File: config.mk
export PLATFORM = sky130hd
export DESIGN_NAME = branch_predict_unit_flat
export DESIGN_NICKNAME = d
export VERILOG_FILES = /design/src/rtl/bp_pkg.sv /design/src/rtl/branch_predict_unit_if.sv /design/src/rtl/btb_table.sv /design/src/rtl/branch_predict_unit.sv /design/src/flat_wrapper.sv
export SDC_FILE = /design/constraint.sdc
export NUM_CORES = 2
export LEC_CHECK = 0
export ABC_AREA = 1
export ABC_CLOCK_PERIOD_IN_PS = 13220
export CORE_MARGIN = 2
export CORE_UTILIZATION = 30
export CTS_CLUSTER_SIZE = 14
export DETAILED_ROUTE_END_ITERATION = 8
export DONT_BUFFER_PORTS = 1
export REMOVE_ABC_BUFFERS = 1
export SKIP_CTS_REPAIR_TIMING = 1
export SYNTH_ARGS = -nofsm -noshare
export SYNTH_HDL_FRONTEND = slang
export SYNTH_SLANG_ARGS = --single-unit
File: constraint.sdc
create_clock -name clk -period 13.22 [get_ports clk]
set_input_delay 0.661 -clock clk [delete_from_list [all_inputs] [get_ports clk]]
set_output_delay 0.661 -clock clk [all_outputs]
set_load 0.01 [all_outputs]
File: src/rtl/bp_pkg.sv
// bp_pkg: shared BTB entry type, counter constants and saturating helpers
package bp_pkg;
  localparam int TAG_MAX = 32;
  localparam int CTR_MAX = 8;
  typedef struct packed {
    logic               valid;
    logic [TAG_MAX-1:0] tag;
    logic [31:0]        target;
    logic               jump;
    logic [CTR_MAX-1:0] ctr;
  } btb_entry_t;
  function automatic logic [CTR_MAX-1:0] ctr_weak_t(input int w);
    return CTR_MAX'(1 << (w - 1));
  endfunction
  function automatic logic [CTR_MAX-1:0] ctr_weak_nt(input int w);
    return CTR_MAX'((1 << (w - 1)) - 1);
  endfunction
  function automatic logic [CTR_MAX-1:0] sat_inc(input logic [CTR_MAX-1:0] c, input int w);
    return (c == CTR_MAX'((1 << w) - 1)) ? c : c + 1'b1;
  endfunction
  function automatic logic [CTR_MAX-1:0] sat_dec(input logic [CTR_MAX-1:0] c);
    return (c == '0) ? c : c - 1'b1;
  endfunction
endpackage

File: src/rtl/branch_predict_unit_if.sv
// branch_predict_unit_if: fetch lookup and execute resolution signals
interface branch_predict_unit_if #(parameter int PC_W = 9);
  logic [PC_W-1:0]    if_pc;
  logic               pred_taken;
  logic [31:0]        pred_target;
  logic               ex_valid;
  logic [PC_W-1:0]    ex_pc;
  logic signed [31:0] ex_imm;
  logic               ex_branch;
  logic               ex_jal;
  logic               ex_jalr;
  logic [31:0]        ex_alu_result;
  logic               ex_pred_taken;
  logic [31:0]        ex_pred_target;
  logic [31:0]        pc_four;
  logic [31:0]        pc_imm;
  logic [31:0]        br_pc;
  logic               pc_sel;
  logic               mispredict;
  logic [31:0]        redirect_pc;
  logic [15:0]        br_count;
  logic [15:0]        mp_count;
  modport master (
    output if_pc, ex_valid, ex_pc, ex_imm, ex_branch, ex_jal, ex_jalr,
           ex_alu_result, ex_pred_taken, ex_pred_target,
    input  pred_taken, pred_target, pc_four, pc_imm, br_pc, pc_sel,
           mispredict, redirect_pc, br_count, mp_count
  );
  modport slave (
    input  if_pc, ex_valid, ex_pc, ex_imm, ex_branch, ex_jal, ex_jalr,
           ex_alu_result, ex_pred_taken, ex_pred_target,
    output pred_taken, pred_target, pc_four, pc_imm, br_pc, pc_sel,
           mispredict, redirect_pc, br_count, mp_count
  );
endinterface

File: src/rtl/btb_table.sv
// btb_table: BTB register array with two read ports and one write port
module btb_table import bp_pkg::*; #(
  parameter int ENTRIES = 16,
  parameter int CTR_W = 2,
  localparam int IDX_W = $clog2(ENTRIES)
) (
  input  logic             clk,
  input  logic             reset,
  input  logic [IDX_W-1:0] ra,
  input  logic [IDX_W-1:0] rb,
  output btb_entry_t       qa,
  output btb_entry_t       qb,
  input  logic             we,
  input  logic [IDX_W-1:0] wa,
  input  btb_entry_t       wd
);
  btb_entry_t mem [ENTRIES];
  assign qa = mem[ra];
  assign qb = mem[rb];
  // reset invalidates every entry and parks counters at weakly not-taken
  always_ff @(posedge clk) begin
    if (reset) begin
      for (int i = 0; i < ENTRIES; i++)
        mem[i] <= '{valid: 1'b0, tag: '0, target: '0, jump: 1'b0, ctr: ctr_weak_nt(CTR_W)};
    end else if (we) begin
      mem[wa] <= wd;
    end
  end
endmodule

File: src/rtl/branch_predict_unit.sv
// branch_predict_unit: branch resolver, BTB predictor, training and statistics
module branch_predict_unit import bp_pkg::*; #(
  parameter int PC_W = 9,
  parameter int ENTRIES = 16,
  parameter int CTR_W = 2
) (
  input logic clk,
  input logic reset,
  branch_predict_unit_if.slave bp
);
  localparam int IDX_W = $clog2(ENTRIES);
  localparam int SH = IDX_W + 2;
  logic [31:0] if_pc32, ex_pc32, if_tag, ex_tag, pc_imm, br_pc;
  logic [IDX_W-1:0] if_idx, ex_idx;
  logic taken, hit_if, hit_ex, train, we, unused_lo;
  btb_entry_t if_e, ex_e, wd;
  assign if_pc32 = 32'(bp.if_pc[PC_W-1:0]);
  assign ex_pc32 = 32'(bp.ex_pc[PC_W-1:0]);
  assign if_idx = if_pc32[SH-1:2];
  assign ex_idx = ex_pc32[SH-1:2];
  assign if_tag = if_pc32 >> SH;
  assign ex_tag = ex_pc32 >> SH;
  assign unused_lo = ^if_pc32[1:0];
  btb_table #(.ENTRIES(ENTRIES), .CTR_W(CTR_W)) u_tbl (
    .clk(clk), .reset(reset), .ra(if_idx), .rb(ex_idx), .qa(if_e), .qb(ex_e),
    .we(we), .wa(ex_idx), .wd(wd)
  );
  // resolve the execute-stage instruction and decide whether fetch must be redirected
  always_comb begin
    pc_imm = ex_pc32 + 32'(bp.ex_imm <<< 1);
    taken = (bp.ex_branch && bp.ex_alu_result == 32'd1) || bp.ex_jal || bp.ex_jalr;
    br_pc = bp.ex_jalr ? {bp.ex_alu_result[31:1], 1'b0} : pc_imm;
    bp.pc_four = ex_pc32 + 32'd4;
    bp.pc_imm = pc_imm;
    bp.br_pc = br_pc;
    bp.pc_sel = taken && bp.ex_valid;
    bp.mispredict = bp.ex_valid && (taken != bp.ex_pred_taken || (taken && br_pc != bp.ex_pred_target));
    bp.redirect_pc = taken ? br_pc : bp.pc_four;
  end
  // fetch lookup; counter at or above weakly-taken means its MSB is set
  always_comb begin
    hit_if = if_e.valid && if_e.tag == if_tag;
    bp.pred_taken = hit_if && (if_e.jump || if_e.ctr >= ctr_weak_t(CTR_W));
    bp.pred_target = bp.pred_taken ? if_e.target : '0;
  end
  // training: update a hit in place, allocate on a taken miss
  always_comb begin
    hit_ex = ex_e.valid && ex_e.tag == ex_tag;
    train = bp.ex_valid && (bp.ex_branch || bp.ex_jal || bp.ex_jalr);
    we = train && (hit_ex || taken);
    wd.valid = 1'b1;
    wd.tag = ex_tag;
    wd.target = taken ? br_pc : ex_e.target;
    wd.jump = hit_ex ? ex_e.jump : (bp.ex_jal || bp.ex_jalr);
    wd.ctr = !hit_ex ? ctr_weak_t(CTR_W) : !bp.ex_branch ? ex_e.ctr :
             taken ? sat_inc(ex_e.ctr, CTR_W) : sat_dec(ex_e.ctr);
  end
  // saturating resolved-instruction and mispredict statistics
  always_ff @(posedge clk) begin
    if (reset) begin
      bp.br_count <= '0;
      bp.mp_count <= '0;
    end else begin
      bp.br_count <= bp.br_count + {15'd0, train && bp.br_count != '1};
      bp.mp_count <= bp.mp_count + {15'd0, bp.mispredict && bp.mp_count != '1};
    end
  end
endmodule

File: src/flat_wrapper.sv
// flat-port wrapper written by rule: the top's interface ports become plain ports
module branch_predict_unit_flat import bp_pkg::*;
#(
  parameter int PC_W = 9,
  parameter int ENTRIES = 16,
  parameter int CTR_W = 2
)
  (clk, reset, bp_if_pc, bp_ex_valid, bp_ex_pc, bp_ex_imm, bp_ex_branch, bp_ex_jal, bp_ex_jalr, bp_ex_alu_result, bp_ex_pred_taken, bp_ex_pred_target, bp_pred_taken, bp_pred_target, bp_pc_four, bp_pc_imm, bp_br_pc, bp_pc_sel, bp_mispredict, bp_redirect_pc, bp_br_count, bp_mp_count);
  branch_predict_unit_if #(.PC_W(PC_W)) bp_i ();
  input logic clk;
  input logic reset;
  input wire logic [$bits(bp_i.if_pc)-1:0] bp_if_pc;
  input wire logic [$bits(bp_i.ex_valid)-1:0] bp_ex_valid;
  input wire logic [$bits(bp_i.ex_pc)-1:0] bp_ex_pc;
  input wire logic [$bits(bp_i.ex_imm)-1:0] bp_ex_imm;
  input wire logic [$bits(bp_i.ex_branch)-1:0] bp_ex_branch;
  input wire logic [$bits(bp_i.ex_jal)-1:0] bp_ex_jal;
  input wire logic [$bits(bp_i.ex_jalr)-1:0] bp_ex_jalr;
  input wire logic [$bits(bp_i.ex_alu_result)-1:0] bp_ex_alu_result;
  input wire logic [$bits(bp_i.ex_pred_taken)-1:0] bp_ex_pred_taken;
  input wire logic [$bits(bp_i.ex_pred_target)-1:0] bp_ex_pred_target;
  output wire logic [$bits(bp_i.pred_taken)-1:0] bp_pred_taken;
  output wire logic [$bits(bp_i.pred_target)-1:0] bp_pred_target;
  output wire logic [$bits(bp_i.pc_four)-1:0] bp_pc_four;
  output wire logic [$bits(bp_i.pc_imm)-1:0] bp_pc_imm;
  output wire logic [$bits(bp_i.br_pc)-1:0] bp_br_pc;
  output wire logic [$bits(bp_i.pc_sel)-1:0] bp_pc_sel;
  output wire logic [$bits(bp_i.mispredict)-1:0] bp_mispredict;
  output wire logic [$bits(bp_i.redirect_pc)-1:0] bp_redirect_pc;
  output wire logic [$bits(bp_i.br_count)-1:0] bp_br_count;
  output wire logic [$bits(bp_i.mp_count)-1:0] bp_mp_count;
  assign bp_i.if_pc = bp_if_pc;
  assign bp_i.ex_valid = bp_ex_valid;
  assign bp_i.ex_pc = bp_ex_pc;
  assign bp_i.ex_imm = bp_ex_imm;
  assign bp_i.ex_branch = bp_ex_branch;
  assign bp_i.ex_jal = bp_ex_jal;
  assign bp_i.ex_jalr = bp_ex_jalr;
  assign bp_i.ex_alu_result = bp_ex_alu_result;
  assign bp_i.ex_pred_taken = bp_ex_pred_taken;
  assign bp_i.ex_pred_target = bp_ex_pred_target;
  assign bp_pred_taken = bp_i.pred_taken;
  assign bp_pred_target = bp_i.pred_target;
  assign bp_pc_four = bp_i.pc_four;
  assign bp_pc_imm = bp_i.pc_imm;
  assign bp_br_pc = bp_i.br_pc;
  assign bp_pc_sel = bp_i.pc_sel;
  assign bp_mispredict = bp_i.mispredict;
  assign bp_redirect_pc = bp_i.redirect_pc;
  assign bp_br_count = bp_i.br_count;
  assign bp_mp_count = bp_i.mp_count;
  branch_predict_unit #(.PC_W(PC_W), .ENTRIES(ENTRIES), .CTR_W(CTR_W)) u_core (.clk(clk), .reset(reset), .bp(bp_i));
endmodule
After elaboration in Yosys (flattened, before gate mapping) --
Memories as Yosys holds them, arrays and structs flattened. Index checks and enable logic that the tools add are counted.
Storage, ports and cells: latch bits 0, logic and storage cells 57, memories 1, bits in writable memories 720, register bits after elaboration 32, output and inout bits 195, bits in read-only memories 0, input bits 121
Memories:
- u_core.u_tbl.mem | words 16, width 45, read ports 2, clocked after memory_dff 0, wr ports 16, RTL line btb_table.sv:17 | btb_entry_t mem [ENTRIES];
Cells by class: mux-type cells 18, multipliers 0, add/sub/neg operators 6, divide/modulo/power cells 0, $lt $le $gt $ge 1, reduce and logical (&&, ||, !) cells 21, shift operators 0, eq/ne operators 8, bitwise operators 0
Operators by type and width (number):
- two-way mux 32 bit | 4
- == test 32 x 3 -> 1 bit | 2
- two-way mux 45 bit | 1
- OR reduction 45 bit | 1
- two-way mux 8 bit | 5
- adder 16 x 1 -> 16 bit | 2
- adder 9 x 32 -> 32 bit | 1
- == test 32 x 1 -> 1 bit (second input constant) | 1
- inequality test 16 bit (second input constant) | 2
- inequality test 32 bit | 1
- logical AND 1 bit | 11
- adder 9 x 3 -> 10 bit (second input constant) | 1
- adder 8 x 1 -> 8 bit (second input constant) | 1
- == test 8 x 2 -> 1 bit (second input constant) | 1
- greater-or-equal comparator 8 x 2 -> 1 bit (second input constant) | 1
- logical NOT 8 bit | 1
- logical OR 1 bit | 8
- subtractor 8 x 1 -> 8 bit (second input constant) | 1
- two-way mux 1 bit | 7
- two-way mux 4 bit | 1
- inequality test 1 bit | 1

Depth between registers and ports, before layout --
word-level depth 11, depth in mapped cells 36, gate-level depth less buffers 33

Cells and area by module --
A second synthesis with hierarchy kept.
Unflattened totals: cell total of the unflattened synthesis 10178, area, all modules 74151.1 um2
Modules (own cells, without submodules):
- btb_table | cells an instance 8974, sequential area each 35554.1 um2, area an instance 67971.4 um2, times used 1
- branch_predict_unit | cells an instance 1204, sequential area each 640.6 um2, area an instance 6179.7 um2, times used 1

Worst setup path after synthesis --
No wires, ideal clock.
path kind input to register, start point input bp_ex_pc[2], end point register u_core.bp.mp_count[15] in the netlist's numbering, data required time 13.101 ns, buffers on the path 4, slack 8.169 ns, setup time 0.119 ns, arrival 4.932 ns, cell stages on the path 34, path through inv_1 > buf_2 > buf_2 > clkbuf_1 > clkbuf_1 > fa_1 > inv_1 > nand2_1 > nand2_1 > nand3_1 > nand2_1 > nand2_1 > nand2_1 > xor2_1 > nand2_1 > nand2_1 > nand2_1 > nand2_1 > nand3_1 > nor2_1 > nand3_1 > nand2_1 > nor2_1 > ha_1 > nand3_1 > nor3_1 > nand2_1 > inv_1 > nand3_1 > nor3_1 > nand4_1 > or2_2 > o21ai_0 > a21oi_1
Between the ends: word-level cells in the longest chain between the ends 8
Ends and longest elaborated chain:
- start, declared | RTL line flat_wrapper.sv:14 | input wire logic [$bits(bp_i.ex_pc)-1:0] bp_ex_pc;
- adder 9 x 32 -> 32 bit | RTL line branch_predict_unit.sv:30 | pc_imm = ex_pc32 + 32'(bp.ex_imm <<< 1);
- net bp_pc_imm[15] | RTL line flat_wrapper.sv:25 | output wire logic [$bits(bp_i.pc_imm)-1:0] bp_pc_imm;
- two-way mux 32 bit | RTL line branch_predict_unit.sv:32 | br_pc = bp.ex_jalr ? {bp.ex_alu_result[31:1], 1'b0} : pc_imm;
- net bp_br_pc[15] | RTL line flat_wrapper.sv:26 | output wire logic [$bits(bp_i.br_pc)-1:0] bp_br_pc;
- inequality test 32 bit | RTL line branch_predict_unit.sv:37 | bp.mispredict = bp.ex_valid && (taken != bp.ex_pred_taken || (taken && br_pc != bp.ex_pred_target));
- logical AND 1 bit | RTL line branch_predict_unit.sv:37
- logical OR 1 bit | RTL line branch_predict_unit.sv:37
- logical AND 1 bit | RTL line branch_predict_unit.sv:37
- logical AND 1 bit | RTL line branch_predict_unit.sv:65 | bp.mp_count <= bp.mp_count + {15'd0, bp.mispredict && bp.mp_count != '1};
- adder 16 x 1 -> 16 bit | RTL line branch_predict_unit.sv:65
- end signal, assigned | RTL line branch_predict_unit.sv:65
- end, declared | RTL line branch_predict_unit_if.sv:33 | mispredict, redirect_pc, br_count, mp_count
The timed path passes the listed nets, and every way through them passes these cells. A chain may end at the register's enable or synchronous reset.

Worst setup path after layout --
start point input bp_ex_pc[2], end point register u_core.bp.mp_count[15] in the netlist's numbering
Between the ends: word-level cells in the longest chain between the ends 8
Ends and longest elaborated chain (RTL line):
- adder 9 x 32 -> 32 bit | branch_predict_unit.sv:30
- two-way mux 32 bit | branch_predict_unit.sv:32
- inequality test 32 bit | branch_predict_unit.sv:37
- logical AND 1 bit | branch_predict_unit.sv:37
- logical OR 1 bit | branch_predict_unit.sv:37
- logical AND 1 bit | branch_predict_unit.sv:37
- logical AND 1 bit | branch_predict_unit.sv:65
- adder 16 x 1 -> 16 bit | branch_predict_unit.sv:65
No other way between the ends.

==> impl_metrics.ini <==
[synth]
synth_edf_count = 704
ys_seq_area_frac = 0.5049
yosys.area_share.simple = 0.2426
synthAdderAreaFrac = 0.005602
synth_top_area_frac = 0.4829
syn_avg_cell_area_um2 = 8.054
ys_async_sr_fraction = 0
synthCells = 5435
yosys-top-cells-area = edfxtp_1, nor2_1, o21ai_0, nand2_1, a21oi_1
synth_flop_cell = edfxtp_1
synth_compound_area_frac = 0.1515
yosysTopAreaCell = edfxtp_1
synth_warnings = 0
synth_cell_type_count = 57
yosys-mux-area-fraction = 0
synth_xor_area_frac = 0.003602
ys_ff_latch = 752
synth_top_family_by_area = simple AND/OR/NAND/NOR gates
synth_area_mm2 = 0.04377

[floorplan]
core_mm2 = 0.1452
die_w_um = 386.0
row_count = 140
die_area_mm2 = 0.1490
ioPinCount = 316
start_util = 0.3014
die_height_um = 386.0

[sta]
tightest_slew_ns = 2.175
period_share = 0.5420
max_freq_mhz = 139.6
finalClockSkew_ns = 0.05628
fin_crit_ns = 7.165
relSlewSlack = -0.4498
hold_viol_final = 0
setup_tns_ns = 0
drv_slew = 278
finalSetupViolCount = 0
rsz0062_at_grt = false

[place]
hpwl_mm = 94.12
io_buffers = 0
gp_congestion = 0.9413

[route]
routed_wl_mm = 169.0
ant_nets = 0
num_vias = 39120
drc = 0
drtIter0Drc = 4868
dr.pass1.iters = 6
vias_per_cell = 5.480
avgRoutedWirePerCell_um = 23.67

[clock_network]
numCtsBuffers = 83
cts_buffer_depth = 3
root_buffer = clkbuf_16
htreeDepth = 3
clk_pin_slew_ns = 0.06
clkSinkCount = 752
clk_latency_ns = 0.67
cts_tree = built

[hold_path]
worstHoldPathType = in2reg

[flow_run]
cap_violations = 0

[worst_setup_path]
crit_fanout = 509
crit_arrival_ns = 7.71
cp_slowest_cell = inv_8
slowest_delay_ns = 0.89
start_kind = input port
crit_required_ns = 13.76
cp-end-kind = register
critPathKind = in2reg

[global_routing]
grt_pass1_vias = 36350
grt_pass1_wl_mm = 240.4
grt.overflow.total = 0
grt_max_degree = 510
antenna_found_initial = 6
track_usage = 0.2181

[power]
p_leak_nw = 18.18
peakVddDrop_mv = 0.09916
fin_total_pwr_mw = 5.867
power_density_mw_per_mm2 = 124.6

[cells_and_area]
final_cell_mix = nor2_1, nand2_1, edfxtp_1
syn_to_final_growth_pct = 7.549
drive_gt1_frac = 0.05101
layout_commonest_cell = nor2_1
utilization = 0.3242
nets = 5289

[run_status]
status = complete, but fails checks
violations = max-slew violations
## where the power goes
| group | leakage (nW) | internal [mW] | switching (mW) |
|---|---|---|---|
| Clock | 1.32 | 1.37 | 1.03 |
| Combinational | 9.29 | 0.178 | 0.560 |
| Sequential | 7.57 | 2.70 | 0.0411 |
| Total | 18.2 | 4.24 | 1.63 |
## area by class of cell
cell class                 count  area, um2
fill                       15010      98140
sequential                   752      22100
multi-input combinational   3844      17890
tap                         1917       2399
clock buffer                 110       2208
inverter                     431       1635
clock inverter                41      545.5
timing repair buffer          37      277.8
antenna                        7      17.52
## flip-flops by register name, summed over array words and instances, names as in the netlist
| name | count |
|---|---|
| u_core.bp.mp_count | 16 |
| u_core.bp.br_count | 16 |
| u_core.u_tbl.mem | 720 |
## synthesized netlist by cell type, types with 4 or more instances
cell / count
nor2_2: 33
nor3_1: 27
buf_1: 38
nand2_4: 17
xor2_1: 15
ha_1: 18
or2_2: 17
buf_4: 43
nand4_1: 26
and2_1: 4
nor4_1: 14
o21ai_1: 25
dfxtp_1: 48
o21ai_0: 685
nor2_1: 1087
nor2_8: 4
o22ai_1: 7
a21oi_1: 425
buf_2: 87
nand3b_1: 20
nand3_1: 418
o21bai_1: 17
edfxtp_1: 704
o31ai_1: 4
nand2_1: 852
buf_6: 69
o221ai_1: 10
inv_1: 425
clkbuf_1: 192
o21a_1: 4
a41oi_1: 5
clkinv_1: 4
o211ai_1: 47
## routing by layer
layer	track usage	wire length (um)	up-vias
met4	0.1086	8472	4
li1	-	-	17690
met3	0.05291	19640	438
met1	0.2799	65840	18680
met2	0.3418	75000	2309
met5	0	25	-
## stage by stage
step	instances	hold slack [ns]	worst slack (ns)	area [um2]
6_report	7139	0.07912	6.055	47080
2_1_floorplan	5027	0.4414	5.518	41450
3_5_place_dp	6981	0.4591	6.716	44310
5_1_grt	7136	0.05045	6.324	47070
3_3_place_gp	6981	0.4528	6.776	44310
4_1_cts	7132	0.04027	7.396	47060
## critical path: cells and delay by family
family / cells / cell delay (ns)
AO/OA/AOI/OAI: 3 / 0.95
adder cells (fa/ha/maj): 2 / 0.64
AND/OR/NAND/NOR: 21 / 3.55
buffers and inverters: 3 / 1.09
## cells by family after synthesis
group	count (synthesis)
xor gates and xnor gates	18
other	1
adders and majority gates	19
AOI/OAI and AO/OA	1255
buffers and inverters	860
and+or+nand+nor	2530
DFF	752
## worst paths after layout
path	depth (start not counted)	start	to	slack (ns)
min reg2reg	2	u_core.u_tbl.mem[11][44]$_SDFFE_PP1P_	u_core.u_tbl.mem[11][44]$_SDFFE_PP1P_	0.47
max reg2reg	14	u_core.u_tbl.mem[1][44]$_SDFFE_PP1P_	u_core.u_tbl.mem[12][16]$_DFFE_PP_	9.02
max	29	bp_ex_pc[2]	u_core.bp.mp_count[15]$_SDFF_PP0_	6.06
min	1	reset	u_core.bp.mp_count[14]$_SDFF_PP0_	0.08
No activity file was read; power rests on OpenSTA's default activity.
